### config.mk
export PLATFORM = sky130hd
export DESIGN_NAME = mod_n_updown_counter_flat
export DESIGN_NICKNAME = d
export VERILOG_FILES = /design/src/rtl/mod_n_updown_counter_if.sv /design/src/rtl/mod_n_updown_counter.sv /design/src/flat_wrapper.sv
export SDC_FILE = /design/constraint.sdc
export NUM_CORES = 1
export LEC_CHECK = 0
export CAP_MARGIN = 20
export CORE_AREA = 2 2 39 41
export CTS_BUF_LIST = sky130_fd_sc_hd__clkbuf_8
export DETAILED_ROUTE_END_ITERATION = 10
export DIE_AREA = 0 0 41 43
export HOLD_SLACK_MARGIN = 0.12
export PLACE_DENSITY_LB_ADDON = 0.2
export SLEW_MARGIN = 5
export SYNTH_ARGS = -nofsm -noshare
export SYNTH_HDL_FRONTEND = slang
export SYNTH_SLANG_ARGS = --single-unit
export TNS_END_PERCENT = 100
### constraint.sdc
create_clock -name Clock -period 1.5 [get_ports Clock]
set_input_delay 0.375 -clock Clock [delete_from_list [all_inputs] [get_ports Clock]]
set_output_delay 0.375 -clock Clock [all_outputs]
set_load 0.02 [all_outputs]
### src/rtl/mod_n_updown_counter_if.sv
// Control and status bundle for one modulo-N up/down counter stage.
// Pure wiring. The counter drives the status half.
// No handshake: inputs are sampled every Clock edge.
interface mod_n_updown_counter_if #(
    parameter int WIDTH = 4
);
    logic             Enable;
    logic             Up_Down;
    logic             Load;
    logic [WIDTH-1:0] Load_Value;
    logic [WIDTH-1:0] Count;
    logic             Terminal_Count;
    logic             Wrap_Pulse;
    logic             Load_Error;
    logic             Overflow;

    // Side that issues commands and watches the count (stimulus / upstream control)
    modport master (
        output Enable, Up_Down, Load, Load_Value,
        input  Count, Terminal_Count, Wrap_Pulse, Load_Error, Overflow
    );

    // Counter side
    modport slave (
        input  Enable, Up_Down, Load, Load_Value,
        output Count, Terminal_Count, Wrap_Pulse, Load_Error, Overflow
    );
endinterface

### src/rtl/mod_n_updown_counter.sv
// Modulo-N up/down counter with parallel load, cascadable through Terminal_Count (MOD_COUNTER_SATURATE_EN: clamp instead of wrap).
// Latency: one Clock from Load/Enable sample to Count and flags; Terminal_Count is combinational.
// No backpressure: every edge with Clear_bar=1 is acted on (Load > Enable > hold).
module mod_n_updown_counter #(
    parameter int WIDTH   = 4,
    parameter int MODULUS = 10
) (
    input  logic                   Clock,
    input  logic                   Clear_bar,
    mod_n_updown_counter_if.slave  bus
);

    // Reject moduli that cannot be represented or make no sense as a counter
    if (MODULUS < 2 || MODULUS > (1 << WIDTH)) begin : g_bad_modulus
        $error("mod_n_updown_counter: MODULUS must satisfy 2 <= MODULUS <= 2**WIDTH");
    end

`ifdef MOD_COUNTER_SATURATE_EN
    localparam bit SATURATE = 1'b1;
`else
    localparam bit SATURATE = 1'b0;
`endif

    // One extra bit so that compares against MODULUS never alias when MODULUS = 2**WIDTH
    localparam logic [WIDTH:0]   MOD_X = (WIDTH+1)'(MODULUS);
    localparam logic [WIDTH:0]   TOP_X = (WIDTH+1)'(MODULUS - 1);
    localparam logic [WIDTH-1:0] TOP   = TOP_X[WIDTH-1:0];

    logic [WIDTH-1:0] count_q, count_nxt;
    logic             wrap_q, wrap_nxt;
    logic             lerr_q, lerr_nxt;
    logic             ovf_q, ovf_nxt;
    logic [WIDTH:0]   count_x;
    logic [WIDTH:0]   load_x;
    logic [WIDTH:0]   step_x;
    logic             at_top;
    logic             at_zero;

    assign count_x = {1'b0, count_q};
    assign load_x  = {1'b0, bus.Load_Value};
    assign at_top  = (count_x == TOP_X);
    assign at_zero = (count_q == '0);

    // Next-state: load has priority, then count, otherwise hold; pulses default low
    always_comb begin
        count_nxt = count_q;
        wrap_nxt  = 1'b0;
        lerr_nxt  = 1'b0;
        ovf_nxt   = ovf_q;
        step_x    = '0;
        if (bus.Load) begin
            ovf_nxt = 1'b0;
            if (load_x < MOD_X) begin
                count_nxt = bus.Load_Value;
            end else begin
                count_nxt = TOP;
                lerr_nxt  = 1'b1;
            end
        end else if (bus.Enable) begin
            if (bus.Up_Down) begin
                if (at_top) begin
                    if (!SATURATE) begin
                        count_nxt = '0;
                        wrap_nxt  = 1'b1;
                        ovf_nxt   = 1'b1;
                    end
                end else begin
                    step_x    = count_x + (WIDTH+1)'(1);
                    count_nxt = step_x[WIDTH-1:0];
                end
            end else begin
                if (at_zero) begin
                    if (!SATURATE) begin
                        count_nxt = TOP;
                        wrap_nxt  = 1'b1;
                        ovf_nxt   = 1'b1;
                    end
                end else begin
                    step_x    = count_x - (WIDTH+1)'(1);
                    count_nxt = step_x[WIDTH-1:0];
                end
            end
        end
    end

    // State register; Clear_bar wipes count and all flags immediately
    always_ff @(posedge Clock or negedge Clear_bar) begin
        if (!Clear_bar) begin
            count_q <= '0;
            wrap_q  <= 1'b0;
            lerr_q  <= 1'b0;
            ovf_q   <= 1'b0;
        end else begin
            count_q <= count_nxt;
            wrap_q  <= wrap_nxt;
            lerr_q  <= lerr_nxt;
            ovf_q   <= ovf_nxt;
        end
    end

    // Cascade flag: next stage may step on this edge; suppressed while loading
    assign bus.Terminal_Count = ~bus.Load & bus.Enable &
                                ((bus.Up_Down & at_top) | (~bus.Up_Down & at_zero));

    assign bus.Count      = count_q;
    assign bus.Wrap_Pulse = wrap_q;
    assign bus.Load_Error = lerr_q;
    assign bus.Overflow   = ovf_q;

endmodule

### src/flat_wrapper.sv
// flat-port wrapper written by rule: the top's interface ports become plain ports
module mod_n_updown_counter_flat 
#(
    parameter int WIDTH   = 4,
    parameter int MODULUS = 10
)
  (Clock, Clear_bar, bus_Enable, bus_Up_Down, bus_Load, bus_Load_Value, bus_Count, bus_Terminal_Count, bus_Wrap_Pulse, bus_Load_Error, bus_Overflow);
  mod_n_updown_counter_if #(.WIDTH(WIDTH)) bus_i ();
  input  logic Clock;
  input  logic Clear_bar;
  input wire logic [$bits(bus_i.Enable)-1:0] bus_Enable;
  input wire logic [$bits(bus_i.Up_Down)-1:0] bus_Up_Down;
  input wire logic [$bits(bus_i.Load)-1:0] bus_Load;
  input wire logic [$bits(bus_i.Load_Value)-1:0] bus_Load_Value;
  output wire logic [$bits(bus_i.Count)-1:0] bus_Count;
  output wire logic [$bits(bus_i.Terminal_Count)-1:0] bus_Terminal_Count;
  output wire logic [$bits(bus_i.Wrap_Pulse)-1:0] bus_Wrap_Pulse;
  output wire logic [$bits(bus_i.Load_Error)-1:0] bus_Load_Error;
  output wire logic [$bits(bus_i.Overflow)-1:0] bus_Overflow;
  assign bus_i.Enable = bus_Enable;
  assign bus_i.Up_Down = bus_Up_Down;
  assign bus_i.Load = bus_Load;
  assign bus_i.Load_Value = bus_Load_Value;
  assign bus_Count = bus_i.Count;
  assign bus_Terminal_Count = bus_i.Terminal_Count;
  assign bus_Wrap_Pulse = bus_i.Wrap_Pulse;
  assign bus_Load_Error = bus_i.Load_Error;
  assign bus_Overflow = bus_i.Overflow;
  mod_n_updown_counter #(.WIDTH(WIDTH), .MODULUS(MODULUS)) u_core (.Clock(Clock), .Clear_bar(Clear_bar), .bus(bus_i));
endmodule
Yosys cells after proc, flatten, opt, wreduce, memory -nomap -nowiden
Index checks and enable logic that the tools add are counted.
{ "op_classes": {"bitwise": 7, "n_eq_ne": 2, "addsub": 2, "reduce_logical": 4, "mux": 18, "n_lt_le_gt_ge": 1} }
{ "op_table": {"columns": ["operator", "count"], "rows": [
  ["$mux 4", 6],
  ["$mux 1", 12],
  ["$add 4x1->4 const B", 1],
  ["$and 1x1->1", 4],
  ["$eq 4x4->1 const B", 1],
  ["$logic_not 4->1", 1],
  ["$lt 4x4->1 const B", 1],
  ["$sub 4x1->4 const B", 1],
  ["$ne 3x1->1 const B", 1],
  ["$reduce_and 3->1", 1],
  ["$reduce_bool 3->1", 1],
  ["$not 1->1", 2],
  ["$reduce_bool 2->1", 1],
  ["$or 1x1->1", 1]
]} }
{ "totals": {"inputBits": 9, "wordCells": 38, "regBits": 7, "out_inout_bits": 8} }

Depth between registers and ports, before layout
Gate-level depths: netlist (run 1).
{ "logic_depth": {"ltp_word": 5, "depth_mapped": 4, "mapped_depth_nobuf": 3} }

Worst setup path after synthesis (run 1)
No wires, ideal clock.
{ "synth_path": {"path_type": "flip-flop to output port", "from": "reg u_core.count_q[3], in the netlist u_core.bus.Count[3]", "to": "out bus_Terminal_Count", "path_stages_with_launch": 5, "path_buffers": 1, "slack_ns": -0.140, "t_required_ns": 1.125, "t_arrival_ns": 1.265, "path_cell_list": "dfrtp_1 > buf_2 > and3_2 > o211ai_1 > nor2_1"} }
{ "synth_between": {"elab_chain_len": 4, "word_cells_on_any_way": 6, "cone_classes": "1 x eq/ne; 4 x bitwise; 1 x reduce/logical"} }
{ "synth_lines": {"columns": ["item", "line_no", "rtl"], "rows": [
  ["from (decl)", "mod_n_updown_counter.sv:29", "logic [WIDTH-1:0] count_q, count_nxt;"],
  ["from (signal assigned)", "mod_n_updown_counter.sv:94", "count_q <= count_nxt;"],
  ["$eq 4x4->1 or $logic_not 4->1 (tied branches)", "mod_n_updown_counter.sv:41, mod_n_updown_counter.sv:42", null],
  ["$and 1x1->1", "mod_n_updown_counter.sv:103", "((bus.Up_Down & at_top) | (~bus.Up_Down & at_zero));"],
  ["$or 1x1->1 *", "mod_n_updown_counter.sv:103", null],
  ["$and 1x1->1 *", "mod_n_updown_counter.sv:102", "assign bus.Terminal_Count = ~bus.Load & bus.Enable &"],
  ["to (decl)", "flat_wrapper.sv:16", "output wire logic [$bits(bus_i.Terminal_Count)-1:0] bus_Terminal_Count;"]
]} }
Every way passes the cells marked *; elsewhere a longest branch is shown, timed or not.

Worst setup path in the final report (run 1)
{ "layout_path": {"from": "in bus_Enable", "to": "out bus_Terminal_Count"} }
{ "layout_between": {"elab_chain_len": 2} }
{ "layout_lines": {"columns": ["item", "line_no", "rtl"], "rows": [
  ["from (decl)", "flat_wrapper.sv:11", "input wire logic [$bits(bus_i.Enable)-1:0] bus_Enable;"],
  ["$and 1x1->1 (2 in series)", "mod_n_updown_counter.sv:102", null]
]} }
Every way passes these cells.

==> results.tsv, run 1 <==
metric	value	unit
Wirelength per Cell	11.8	um
critical-path cell list	clkdlybuf4s50_1 -> o211ai_1 -> nor2_2 -> buf_6	
Post-Layout Cell Count	94	
routed wl met2	527	um
TritonCTS clock tree	done	
Async SR Flop Fraction	100	%
FF/Latch Area	178	um2
Avg Vias per Cell	4.97	
initial DRC count	14	
final WL	1110	um
slowest stage delay, CP	0.49	ns
Top Ports	17	
hold slack final	0.410	ns
leak pwr	0.360	nW
Nets	88	
RSZ-0062 raised after global routing	yes	
Hold Crit Class	input pin to async pin	
CP max FO	2	
hpwl dp	840	um
RePlAce Congestion	0.707	
vias in the first global route	402	
YS warnings	0	
placed cell area	698	um2
Inst Count DP	89	
insertion delay to the later sink of the worst-skew pair	0.23	ns
Primary FF master, synth	dfrtp_1	
CP Data Required Time	1.12	ns
ant diodes	0	
Final Hold Viols	0	
Slew Limit Fails	0	
Worst VDD drop	0.715	mV
share of post-route cells with drive strength above 1	28.2	%
first-pass GRT wire length	1750	um
crit start category	input pin	
Die Wd	41	um
Clock Tree Buf Depth	2	
Max-Cap Viols	0	
Post-DRT Antenna Nets	0	
Root Buffer	clkbuf_8	
clk sink count	7	
Critical R2R Capture	u_core.bus.Count[1]$_DFFE_PN0P_	
setup ws final	-0.108	ns
area delta synth->final	53.1	%
total CTS buffers	3	
commonest non-fill, non-tap cells in the layout	buf_4 (9), clkdlybuf4s50_1 (7), inv_1 (6)	
Clock H-tree levels	1	
#FFs+latches synth	7	
DIE HEIGHT	43	um
residual DRC count	0	
die area	0.00176	mm2
Mean Syn Cell Area	8.78	um2
Starting Density	34.9	%
pwr dens	960	mW/mm2
WL met1	500	um
Slew @ Worst Pin	0.322	ns
initial antenna violation count	0	
total power	710	uW
WS Path Type	input pin to primary output	
reg2reg setup slack	0.13	ns
commonest non-fill, non-tap cell in the layout	buf_4	
crit end category	primary output	
CP arrival	1.23	ns
slowest stage cell, crit path	clkdlybuf4s50_1	
Fill cells	144	
status	finished with violations	
pin count of the biggest net entering global routing	12	
Slew HR	78.5	%
cell area after synthesis	483	um2
post-route cell area	739	um2
uppermost routed layer	met4	
syn_nets	64	
number of cell rows	14	
via count	467	
Synth cell types	30	
Post-Syn Instances	55	
Seq/Total Area, Yosys	36.3	%
met3 wire length	51	um
Reg2Reg Launch Point	u_core.bus.Count[0]$_DFFE_PN0P_	
maximum clock rate	0.622	GHz
Tot GR Track Use	16.0	%
GRT overflow	0	
# port buffers	16	
Reg2Reg Depth	4	
Multi-input gate area	265	um2
Post-synth EDFFs	0	
core area	0.00138	mm2
violated checks	negative setup slack	
drt pass-1 iters	4	
dpl ws	-0.838	ns
CTS clock-pin slew for the worst setup and hold paths	0.04	ns
final setup violation count	1	
Worst Skew	0.000156	ns
Tcrit/Tclk final	107	%
Final min period	1.61	ns
==> per-layer routing <==
metal | GRT usage, % | up-vias
met4 | 10.0 | 0
met3 | 7.85 | 4
met1 | 20.0 | 212
li1 | - | 241
met2 | 20.9 | 10
met5 | 0 | -
==> worst max-delay path: cells and delay by family <==
family | cells | cell delay [ns]
and+or+nand+nor | 1 | 0.12
buffers and inverters | 2 | 0.61
AOI/OAI and AO/OA | 1 | 0.13
==> cells in the mapped netlist (all sizes together), types with 2 or more instances <==
master	number	share of area, %
nor3	2	2.1
o211a	2	4.1
and2	2	2.6
and3	2	2.9
nand2b	2	2.6
a21oi	2	2.1
dfrtp	7	36
xor2	2	3.6
buf	5	6.5
nor2	5	3.9
o21ai	3	3.1
inv	5	3.9
==> worst max-delay path by stage <==
stage	startpoint	end	cells past startpoint
finish	bus_Enable	bus_Terminal_Count	4
detailed placement	bus_Up_Down	bus_Terminal_Count	5
global route	u_core.bus.Count[3]$_DFFE_PN0P_	bus_Terminal_Count	4
floorplan	u_core.bus.Count[3]$_DFFE_PN0P_	bus_Terminal_Count	4
global placement	bus_Up_Down	bus_Terminal_Count	5
CTS	bus_Up_Down	bus_Terminal_Count	5
==> logic make-up (layout without fill, tap and decap cells) <==
| kind of cell | count (synthesis) | after routing | synth area share (%) |
|---|---|---|---|
| and+or+nand+nor | 18 | 18 | 21.5 |
| AOI/OAI and AO/OA | 16 | 16 | 25.6 |
| buffers and inverters | 11 | 34 | 11.1 |
| DFF | 7 | 7 | 36.3 |
| xor gates and xnor gates | 3 | 3 | 5.44 |
==> area by class of cell <==
type	instances	share of cell area, %
Multi-Input combinational cell	37	35.9
Inverter	5	2.54
Timing Repair Buffer	25	28.8
Clock inverter	1	0.508
Sequential cell	7	24.0
Tap cell	16	2.71
Clock buffer	3	5.58
==> per-stage QoR <==
stage	setup TNS, ns	utilization (%)
CTS	-0.205	53.3
global placement	-1.73	50.5
global route	-0.149	53.4
detailed placement	-1.76	50.5
floorplan	-0.0236	-
finish	-0.108	53.4
==> state kept, by name, summed over array words and instances (netlist names) <==
register,count
u_core.bus.Overflow,1
u_core.bus.Wrap_Pulse,1
u_core.bus.Load_Error,1
u_core.bus.Count,4
==> timing repair <==
action,in CTS,in global routing
pin swaps,1,3
buffers inserted,1,0
endpoints found under the hold margin,0,0
resized for setup,13,7
setup endpoints to repair,10,3
hold buffers,0,0
==> power by group <==
| group | internal (mW) | leakage [nW] | switching (mW) |
|---|---|---|---|
| Combinational | 0.113 | 0.247 | 0.116 |
| Sequential | 0.209 | 0.0862 | 0.0134 |
| Clock | 0.177 | 0.0269 | 0.0819 |
| Total | 0.498 | 0.360 | 0.212 |
Power figures use the tool's default switching activity.
==> run 2: changes to the inputs <==
--- a/config.mk
+++ b/config.mk
@@ -12,6 +12,7 @@
 export DIE_AREA = 0 0 41 43
 export HOLD_SLACK_MARGIN = 0.12
 export PLACE_DENSITY_LB_ADDON = 0.2
+export RECOVER_POWER = 100
 export SLEW_MARGIN = 5
 export SYNTH_ARGS = -nofsm -noshare
 export SYNTH_HDL_FRONTEND = slang
==> run 2 against run 1 <==
Compared with the run above:
- the run still ends with negative setup slack left
- highest routed layer unchanged
- global-route usage unchanged
- die area unchanged
- fmax decreased by 0.24%
==> results.tsv, run 2 (synthesis gave the netlist of run 1 again) <==
metric	value	unit	change
Slew @ Worst Pin	0.417	ns	+0.0954 ns
area delta synth->final	52.1	%	
total power	707	uW	-0.35%
max FFs per register	4		unchanged
Root Buffer	clkbuf_8		
crit end category	primary output		
first-pass GRT wire length	1750	um	unchanged
Int Pwr	496	uW	-0.54%
final WL	1110	um	+0.27%
Tcrit/Tclk final	107	%	+0.26 points
vias in the first global route	402		unchanged
Final Hold Viols	0		unchanged
Max-Cap Viols	0		unchanged
Nets	88		unchanged
Final min period	1.61	ns	+0.00384 ns
Avg Vias per Cell	4.99		+0.43%
die area	0.00176	mm2	unchanged
hold_buf cts	0		unchanged
total CTS buffers	3		unchanged
Wirelength per Cell	11.8	um	+0.27%
commonest non-fill, non-tap cell in the layout	buf_4		
RePlAce Congestion	0.707		unchanged
switch share	29.9	%	+0.13 points
core area	0.00138	mm2	unchanged
initial DRC count	14		unchanged
reg2reg setup slack	0.14	ns	about the same
crit start category	flop		
violated checks	negative setup slack		
WS Path Type	flop to primary output		
number of cell rows	14		unchanged
Clock Tree Buf Depth	2		unchanged
RSZ-0062 raised after global routing	yes		
Hold Crit Class	input pin to async pin		
# port buffers	16		unchanged
Die Wd	41	um	unchanged
Tot GR Track Use	16.0	%	unchanged
Post-DRT Antenna Nets	0		unchanged
hold slack final	0.481	ns	+0.0707 ns
post-route cell area	734	um2	-0.68%
initial antenna violation count	0		unchanged
Clock H-tree levels	1		unchanged
power share of the sequential group	31.5	%	+0.2 points
placed cell area	698	um2	unchanged
CP max FO	3		+1
CTS clock-pin slew for the worst setup and hold paths	0.04	ns	about the same
Reg2Reg Depth	4		unchanged
status	finished with violations		
Worst VDD drop	0.715	mV	about the same
hpwl dp	840	um	unchanged
Worst Skew	0.000156	ns	unchanged
maximum clock rate	0.621	GHz	-0.24%
final setup violation count	2		+1
clock power share	36.6	%	about the same
DIE HEIGHT	43	um	unchanged
Psw	212	uW	about the same
drt pass-1 iters	4		unchanged
pin count of the biggest net entering global routing	12		unchanged
share of post-route cells with drive strength above 1	25.6	%	-2.6 points
Top Ports	17		unchanged
commonest non-fill, non-tap cells in the layout	buf_4 (8), inv_1 (6), clkdlybuf4s50_1 (6)		
CP arrival	1.24	ns	about the same
dpl ws	-0.838	ns	unchanged
via count	469		+0.43%
residual DRC count	0		unchanged
CP Data Required Time	1.12	ns	about the same
pwr dens	963	mW/mm2	+0.33%
insertion delay to the later sink of the worst-skew pair	0.23	ns	about the same
Slew HR	72.2	%	-6.3 points
ant diodes	0		unchanged
setup ws final	-0.111	ns	-0.00384 ns
GRT overflow	0		unchanged
clk sink count	7		unchanged
Starting Density	34.9	%	unchanged
total negative slack	-0.140	ns	-0.0325 ns
leak pwr	0.353	nW	-1.7%
combinational share of power	31.9	%	-0.3 points
TritonCTS clock tree	done		
Slew Limit Fails	0		unchanged
==> run 2: critical path, stage by stage, from the launching register on <==
cell      delay, ns
dfrtp_2        0.42
and3_4         0.17
o211ai_1       0.24
nor2_2         0.06
buf_6          0.13
==> run 2: cell type report <==
type | instances | area (um2)
Inverter | 5 | 18.8
Tap cell | 16 | 20.0
Fill cell | 144 | 649
Multi-Input combinational cell | 37 | 265
Sequential cell | 7 | 178
Clock inverter | 1 | 3.75
Timing Repair Buffer | 25 | 208
Clock buffer | 3 | 41.3
==> run 2: worst paths after layout <==
path | startpoint | end
max in group asynchronous | Clear_bar | u_core.bus.Count[3]$_DFFE_PN0P_
min reg2reg | u_core.bus.Overflow$_DFFE_PN0P_ | u_core.bus.Overflow$_DFFE_PN0P_
min in group Clock | u_core.bus.Overflow$_DFFE_PN0P_ | u_core.bus.Overflow$_DFFE_PN0P_
min | Clear_bar | u_core.bus.Count[1]$_DFFE_PN0P_
max | u_core.bus.Count[3]$_DFFE_PN0P_ | bus_Terminal_Count
max reg2reg | u_core.bus.Count[0]$_DFFE_PN0P_ | u_core.bus.Count[1]$_DFFE_PN0P_
==> run 2: per-layer routing <==
layer / vias to the layer above / global-route usage (%) / share of wire [%]
li1: 241 / - / -
met1: 214 / 20.0 / 45
met2: 10 / 20.9 / 48
met3: 4 / 7.85 / 4.8
met4: 0 / 10.0 / 2.3
met5: - / 0 / 0
==> run 2: timing repair <==
action                                  CTS  global route
pin swaps                                 1             3
gates resized for setup                  13             7
setup buffers                             1             0
endpoints found under the setup margin   10             3
==> run 2: per-stage QoR <==
| stage | util, % | std cells |
|---|---|---|
| finish | 53.1 | 94 |
| global route | 53.1 | 94 |
| CTS | 53.3 | 94 |
| detailed placement | 50.5 | 89 |
| global placement | 50.5 | 89 |
| floorplan | - | 55 |
==> run 2: power groups by stage <==
| stage | Sequential [mW] | Clock [mW] | Combinational [mW] |
|---|---|---|---|
| finish | 0.223 | 0.259 | 0.226 |
| global route | 0.225 | 0.283 | 0.248 |
| CTS | 0.222 | 0.268 | 0.230 |
| detailed placement | 0.224 | 0 | 0.241 |
| global placement | 0.223 | 0 | 0.240 |
| floorplan | 0.249 | 0 | 0.121 |
